--- src/rtl/imem_loader.sv ---
// Purpose : fills the instruction RAM from a framed host byte stream and holds the core in reset until a good image has landed.
// Latency : imem_we fires the cycle after the 4th byte of each word; sustained rate is one word per 5 cycles.
// Backpressure: rx_ready drops for exactly the one WRITE cycle per word; otherwise every byte is accepted.
//
// Ports:
//   clk, reset_n                  system clock, asynchronous active-low reset
//   rx_data/rx_valid/rx_ready     incoming byte stream (transfer = rx_valid & rx_ready)
//   imem_we/imem_addr/imem_wdata  IMEM write port, byte address, little-endian assembled word
//   cpu_hold                      1 = core held in reset (released only after a good load)
//   busy/done/err                 frame in progress / last image loaded / last frame rejected
//
// Frame: SYNC_BYTE, LEN_LO, LEN_HI (word count N), N*4 payload bytes LSB first, [CHK].
// Build option: define IMEM_LOADER_CHKSUM_EN to expect a trailing XOR checksum byte after the payload.

module imem_loader #(
    parameter int          ADDR_WIDTH = 8,
    parameter logic [7:0]  SYNC_BYTE  = 8'hA5,
    parameter logic [31:0] BASE_ADDR  = 32'h0
) (
    input  logic        clk,
    input  logic        reset_n,
    input  logic [7:0]  rx_data,
    input  logic        rx_valid,
    output logic        rx_ready,
    output logic        imem_we,
    output logic [31:0] imem_addr,
    output logic [31:0] imem_wdata,
    output logic        cpu_hold,
    output logic        busy,
    output logic        done,
    output logic        err
);

    localparam int unsigned CAP_WORDS = 1 << ADDR_WIDTH;

`ifdef IMEM_LOADER_CHKSUM_EN
    typedef enum logic [2:0] {
        ST_IDLE, ST_LEN_LO, ST_LEN_HI, ST_DATA, ST_WRITE, ST_CHK, ST_DONE, ST_ERROR
    } state_t;
`else
    typedef enum logic [2:0] {
        ST_IDLE, ST_LEN_LO, ST_LEN_HI, ST_DATA, ST_WRITE, ST_DONE, ST_ERROR
    } state_t;
`endif

    state_t      state_q, state_d;
    logic [15:0] len_q, len_d;
    logic [15:0] word_idx_q, word_idx_d;
    logic [1:0]  byte_cnt_q, byte_cnt_d;
    logic [31:0] wdata_q, wdata_d;
    logic [31:0] addr_q, addr_d;
`ifdef IMEM_LOADER_CHKSUM_EN
    logic [7:0]  chk_q, chk_d;
`endif

    logic        take;
    logic [15:0] len_full;

    assign rx_ready   = (state_q != ST_WRITE);
    assign take       = rx_valid & rx_ready;
    assign len_full   = {rx_data, len_q[7:0]};
    assign imem_we    = (state_q == ST_WRITE);
    assign imem_addr  = addr_q;
    assign imem_wdata = wdata_q;
    assign cpu_hold   = (state_q != ST_DONE);
    assign done       = (state_q == ST_DONE);
    assign err        = (state_q == ST_ERROR);

    always_comb begin
        busy = 1'b0;
        case (state_q)
            ST_LEN_LO, ST_LEN_HI, ST_DATA, ST_WRITE: busy = 1'b1;
`ifdef IMEM_LOADER_CHKSUM_EN
            ST_CHK:                                  busy = 1'b1;
`endif
            default:                                 busy = 1'b0;
        endcase
    end

    always_comb begin
        state_d    = state_q;
        len_d      = len_q;
        word_idx_d = word_idx_q;
        byte_cnt_d = byte_cnt_q;
        wdata_d    = wdata_q;
        addr_d     = addr_q;
`ifdef IMEM_LOADER_CHKSUM_EN
        chk_d      = chk_q;
`endif
        case (state_q)
            ST_IDLE, ST_DONE, ST_ERROR: begin
                // Anything but the sync marker is dropped so a host can resync mid-stream.
                if (take && rx_data == SYNC_BYTE) begin
                    state_d    = ST_LEN_LO;
                    word_idx_d = '0;
                    byte_cnt_d = '0;
                    addr_d     = BASE_ADDR;
`ifdef IMEM_LOADER_CHKSUM_EN
                    chk_d      = '0;
`endif
                end
            end
            ST_LEN_LO: begin
                if (take) begin
                    len_d[7:0] = rx_data;
                    state_d    = ST_LEN_HI;
                end
            end
            ST_LEN_HI: begin
                if (take) begin
                    len_d[15:8] = rx_data;
                    if ({16'h0, len_full} > CAP_WORDS) begin
                        state_d = ST_ERROR;
                    end else if (len_full == 16'h0) begin
`ifdef IMEM_LOADER_CHKSUM_EN
                        state_d = ST_CHK;
`else
                        state_d = ST_DONE;
`endif
                    end else begin
                        state_d = ST_DATA;
                    end
                end
            end
            ST_DATA: begin
                if (take) begin
                    wdata_d[8*byte_cnt_q +: 8] = rx_data;
`ifdef IMEM_LOADER_CHKSUM_EN
                    chk_d = chk_q ^ rx_data;
`endif
                    byte_cnt_d = byte_cnt_q + 2'd1;
                    if (byte_cnt_q == 2'd3) begin
                        state_d = ST_WRITE;
                    end
                end
            end
            ST_WRITE: begin
                word_idx_d = word_idx_q + 16'd1;
                if (word_idx_d == len_q) begin
                    // Address is left on the last written word so it never points past capacity.
`ifdef IMEM_LOADER_CHKSUM_EN
                    state_d = ST_CHK;
`else
                    state_d = ST_DONE;
`endif
                end else begin
                    addr_d  = addr_q + 32'd4;
                    state_d = ST_DATA;
                end
            end
`ifdef IMEM_LOADER_CHKSUM_EN
            ST_CHK: begin
                if (take) begin
                    state_d = (rx_data == chk_q) ? ST_DONE : ST_ERROR;
                end
            end
`endif
            default: state_d = ST_IDLE;
        endcase
    end

    always_ff @(posedge clk or negedge reset_n) begin
        if (!reset_n) begin
            state_q    <= ST_IDLE;
            len_q      <= '0;
            word_idx_q <= '0;
            byte_cnt_q <= '0;
            wdata_q    <= '0;
            addr_q     <= BASE_ADDR;
`ifdef IMEM_LOADER_CHKSUM_EN
            chk_q      <= '0;
`endif
        end else begin
            state_q    <= state_d;
            len_q      <= len_d;
            word_idx_q <= word_idx_d;
            byte_cnt_q <= byte_cnt_d;
            wdata_q    <= wdata_d;
            addr_q     <= addr_d;
`ifdef IMEM_LOADER_CHKSUM_EN
            chk_q      <= chk_d;
`endif
        end
    end

endmodule
--- config.mk ---
export PLATFORM = sky130hd
export DESIGN_NAME = imem_loader
export DESIGN_NICKNAME = d
export VERILOG_FILES = /design/src/rtl/imem_loader.sv
export SDC_FILE = /design/constraint.sdc
export NUM_CORES = 1
export LEC_CHECK = 0
export ABC_AREA = 0
export BUFFER_PORTS_ARGS = -buffer_cell sky130_fd_sc_hd__buf_2
export CORE_UTILIZATION = 60
export CTS_BUF_LIST = sky130_fd_sc_hd__clkbuf_16
export CTS_CLUSTER_SIZE = 20
export DETAILED_ROUTE_END_ITERATION = 12
export PLACE_DENSITY = 0.85
export SLEW_MARGIN = 5
export SYNTH_ARGS = -nofsm -noshare
export SYNTH_HDL_FRONTEND = slang
export SYNTH_SLANG_ARGS = --single-unit
--- constraint.sdc ---
create_clock -name clk -period 6.6 [get_ports clk]
set_clock_uncertainty 0.2 [all_clocks]
set_input_delay 0 -clock clk [delete_from_list [all_inputs] [get_ports clk]]
set_output_delay 0 -clock clk [all_outputs]
set_load 0.03 [all_outputs]
==> Word-level counts from Yosys, hierarchy flattened <==
Index checks and enable logic that the tools add are counted.
{ "word_totals": {"ff_bits": 101, "inputBits": 11, "out_inout_bits": 70, "word_cells": 65} }
{ "classes": {"addsub": 4, "magnitude_cmp": 1, "eq_ne": 17, "n_shift": 2, "n_mux": 19, "bitwise": 1, "reduce_logical": 14} }
{ "op_table": {"columns": ["cell", "n"], "rows": [
  ["$mux 32", 2],
  ["$pmux 32 s2", 1],
  ["$neg 5->34", 1],
  ["$shift 8x34->32 const A", 1],
  ["$shiftx 8x34->32", 1],
  ["$add 32x3->32 const B", 1],
  ["$bwmux 32", 1],
  ["$pmux 16 s2", 1],
  ["$mux 3", 8],
  ["$add 16x1->16 const B", 1],
  ["$eq 16x16->1", 1],
  ["$gt 16x9->1 const B", 1],
  ["$logic_not 16->1", 1],
  ["$mux 16", 1],
  ["$pmux 3 s5", 1],
  ["$ne 2x2->1 const B", 6],
  ["$eq 3x3->1 const B", 3],
  ["$eq 8x8->1 const B", 1],
  ["$reduce_and 2->1", 4],
  ["$eq 3x2->1 const B", 2],
  ["$ne 3x3->1 const B", 2],
  ["$reduce_and 3->1", 2],
  ["$reduce_and 5->1", 1],
  ["$mux 2", 2],
  ["other kinds (11)", 12]
]} }

==> Depth between registers and ports, before layout <==
{ "logic_depth": {"ltp_word": 5, "ltp_mapped": 10, "ltp_nobuf": 9} }

==> Worst setup path before layout <==
Ideal clock, no wire load.
{ "synth_timing": {"kind": "register to register", "startpoint": "register word_idx_q[0]", "endpoint": "register addr_q[5] (netlist: imem_addr[5])", "setup_time_ns": 0.119, "arrival_time_ns": 2.592, "required_ns": 6.281, "slack_ns": 3.690, "path_stages_with_launch": 11, "path_buffers": 1, "period_less_slack_ns": 2.910, "cell_sequence": "dfrtp_1 > ha_1 > nand4_1 > nor3_1 > mux2_2 > o21a_1 > nor3_2 > and2_4 > buf_2 > nor4_1 > o21a_1"} }
{ "synth_via": {"elab_chain_len": 4} }
{ "synth_rtl": {"columns": ["item", "line", "source"], "rows": [
  ["from (decl)", "48", "logic [15:0] word_idx_q, word_idx_d;"],
  ["from (signal assigned)", "176", "word_idx_q <= word_idx_d;"],
  ["$add 16x1->16", "138", "word_idx_d = word_idx_q + 16'd1;"],
  ["$eq 16x16->1", "139", "if (word_idx_d == len_q) begin"],
  ["$ne 2x2->1 (no source line)", null, null],
  ["$reduce_and 3->1 (no source line)", null, null],
  ["to (signal assigned)", "179", "addr_q <= addr_d;"],
  ["to (decl)", "51", "logic [31:0] addr_q, addr_d;"]
]} }
Every way passes these cells.
A chain may end at the register's enable or synchronous reset.

==> Final worst setup path <==
{ "layout_timing": {"startpoint": "register state_q[2]", "endpoint": "register word_idx_q[6]"} }
{ "layout_via": {"elab_chain_len": 5, "elab_cells_between_ends": 12, "cone_classes": "eq/ne: 5; mux: 1; bitwise: 1; reduce/logical: 5"} }
{ "layout_rtl": {"columns": ["item", "line", "source"], "rows": [
  ["from (decl)", "46", "state_t state_q, state_d;"],
  ["from (signal assigned)", "174", "state_q <= state_d;"],
  ["$ne 3x3->1", "59", "assign rx_ready = (state_q != ST_WRITE);"],
  ["$and 1x1->1", "60", "assign take = rx_valid & rx_ready;"],
  ["$logic_and 1x1->1", "93", "if (take && rx_data == SYNC_BYTE) begin"],
  ["$ne 2x2->1 (no source line)", null, null],
  ["$reduce_and 2->1 (no source line)", null, null]
]} }
Parallel ways exist; a longest one is shown, timed or not.

==> impl_metrics.yaml <==
timing:
  final.min_clock_period_ns: 4.12
  worstMarginPinSlew_ns: 1.22
  max_freq_mhz: 243
  period_share: 0.624
  max-slew-margin-rel: 0.184
  setup_viol: 0
  finalMaxSlewViolations: 0
  rsz0062_at_grt: "no"
  finalSetupTns_ns: 0
  hold_viol_final: 0
clock_network:
  cts_buffers: 9
  cts_sinks: 99
  post_cts_resize_count: 0
  cts_root_buffer: "clkbuf_16"
  cts_buffer_depth: 2
  cts-hold-fix-buffers: 10
  cts-htree-levels: 3
  cts_setup_buffers: 0
  clk_pin_slew_worst_paths_ns: 0.08
  clk-insertion-delay-late_ns: 0.35
  cts_tree: "yes"
place:
  portBuffers: 78
  dp_hpwl_um: 9040
  place_inst: 745
  gp_congestion: 0.904
global_route:
  first_global_vias: 4462
  antenna_found_initial: 0
  grt_usage: 0.310
  grt_pass1_wl_um: 21900
  grt_max_degree: 77
  grt_overflow: 0
hold_path:
  min_path_type: "primary input to flip-flop"
synthesis:
  yosysSeqAreaShare: 0.464
  synth.area.top_cells: "dfrtp_1, nand2_1, o21ai_0"
  synth_area_um2: 5340
  async_reset_ff_frac: 1.00
  yosys.area.top_type: "dfrtp_1"
  postSynthRegisterBits: 99
  synth_area_per_cell_um2: 9.13
  synth-edff-count: 0
  yosys_warnings: 0
  netlist.area_leader.share: 0.464
  synth.distinct_cells: 57
  ys.flop_type: "dfrtp_1"
  synthCells: 585
cells_and_area:
  final_cell_mix: "nand2_1, dfrtp_1, buf_2"
  n_antenna_cell: 0
  regArea_um2: 2480
  fillCellCount: 647
  syn_to_final_growth_pct: 15.7
  stdcell_count: 771
  multi_input_area_um2: 2670
  layout_commonest_cell: "nand2_1"
  drive_gt1_frac: 0.187
  finalNetCount: 676
floorplan:
  dieArea_um2: 9290
  initial_core_util: 0.616
  die_y_um: 96.4
  num_rows: 34
  design.core.area_um2: 8680
  die_w_um: 96.4
  ios: 81
setup_path:
  crit_family: "simple AND/OR/NAND/NOR gates"
  crit_slowest_cell: "inv_1"
  path_max_fanout: 32
  path_class: "flip-flop to flip-flop"
  worst_path_most_repeated_cell: "nor2b_1"
  critPathLaunchType: "flip-flop"
  endpoint_kind: "flip-flop"
  cp_cell_sequence: "nor2b_1 > nand2_1 > inv_1 > nor4_1 > nor2b_1 > nor2_1 > o21ai_0 > o31ai_1"
  cpPeakStageDelay_ns: 0.91
  critical_path_arrival_ns: 4.15
  required_ns: 6.63
  crit_buf_inv: 1
routing:
  final_antenna_net_count: 0
  drt_iter0_markers: 352
  routed_wl_um: 13500
  avgViaCountPerCell: 6.18
  vias: 4765
  first_pass_iters: 5
  wl_per_cell_um: 17.5
  drc: 0
run_status:
  status: "finished, final reports clean"
pwr:
  p_leak_nw: 2.65
  ir_drop_uv: 305
  powerDensity_nw_per_um2: 404
flow_run:
  drv_cap: 0
power by group:
| part | switching [W] | internal [W] |
|---|---|---|
| clock network | 0.000265 | 0.000309 |
| logic | 0.000628 | 0.000347 |
| registers | 0.000179 | 0.000769 |
| total | 0.00107 | 0.00142 |
cell usage after synthesis, drive strengths merged, types with 5 or more instances:
master,count
nor4,8
or3,7
buf,14
xor2,5
o31ai,10
inv,14
dfrtp,99
xnor2,20
and3,13
o21ai,67
nor3,11
mux2i,8
a31oi,6
a21oi,20
nor2,30
ha,7
o21a,5
mux2,18
nand2,109
and2,5
nand3,26
nor2b,5
nand4,12
clkbuf,16
or4,5
a211oi,11
registers in the layout (all words and copies together) (netlist names):
signal,flops
byte_cnt_q,2
word_idx_q,16
state_q,3
imem_wdata,32
len_q,16
imem_addr,30
kinds of logic (layout without fill, tap and decap cells):
logic type	Yosys count	count (layout)	synth area share
xor+xnor	25	25	0.0410
flops	99	99	0.464
other cells	1	2	0.000702
buf+inv	44	121	0.0368
fa+ha+maj	7	7	0.0164
mux	26	26	0.0529
compound gates	135	135	0.159
simple gates	248	248	0.230
cell type report:
| type | count | share of cell area |
|---|---|---|
| Clock buffer | 9 | 0.0364 |
| Clock inverter | 7 | 0.0166 |
| Inverter | 14 | 0.00850 |
| Multi-Input combinational cell | 443 | 0.432 |
| Sequential cell | 99 | 0.401 |
| Tap cell | 108 | 0.0219 |
| Timing Repair Buffer | 91 | 0.0834 |
routing by layer:
layer	up-vias	GRT usage	wire, um
met5	-	0	0
met3	36	0.0671	840
met2	220	0.465	6490
met4	0	0.123	357
met1	2289	0.438	5780
li1	2220	-	-
tightest hold or removal path, cell delays in order:
cell and delay [ns]:
buf_2 0.13, nand2_1 0.10, nor2_1 0.13, nand2_1 0.11, o31ai_1 0.07
worst paths after layout:
| check | from | to | slack, ns | cells after the start |
|---|---|---|---|---|
| max in group asynchronous | reset_n | word_idx_q[11]$_DFFE_PN0P_ | 4.80 | 3 |
| min reg2reg | imem_wdata[27]$_DFFE_PN0P_ | imem_wdata[27]$_DFFE_PN0P_ | 0.28 | 2 |
| max reg2reg | state_q[2]$_DFFE_PN0P_ | word_idx_q[6]$_DFFE_PN0P_ | 2.48 | 8 |
| min in group asynchronous | reset_n | imem_wdata[31]$_DFFE_PN0P_ | 0.26 | 3 |
| max | state_q[2]$_DFFE_PN0P_ | word_idx_q[6]$_DFFE_PN0P_ | 2.48 | 8 |
| min | rx_valid | byte_cnt_q[1]$_DFFE_PN0P_ | 0.02 | 5 |
per-stage QoR:
| stage | power, W | util | worst slack, ns | area (um^2) | hold slack, ns |
|---|---|---|---|---|---|
| 2_1_floorplan | 0.00164 | - | 3.69 | 5350 | -0.496 |
| 3_3_place_gp | 0.00186 | 0.663 | 2.89 | 5750 | -0.282 |
| 3_5_place_dp | 0.00191 | 0.663 | 2.73 | 5750 | -0.279 |
| 4_1_cts | 0.00249 | 0.712 | 2.65 | 6180 | 0.00512 |
| 5_1_grt | 0.00265 | 0.712 | 2.09 | 6180 | 0.0600 |
| 6_report | 0.00250 | 0.712 | 2.48 | 6180 | 0.0197 |
(Power assumes the default switching activity.)
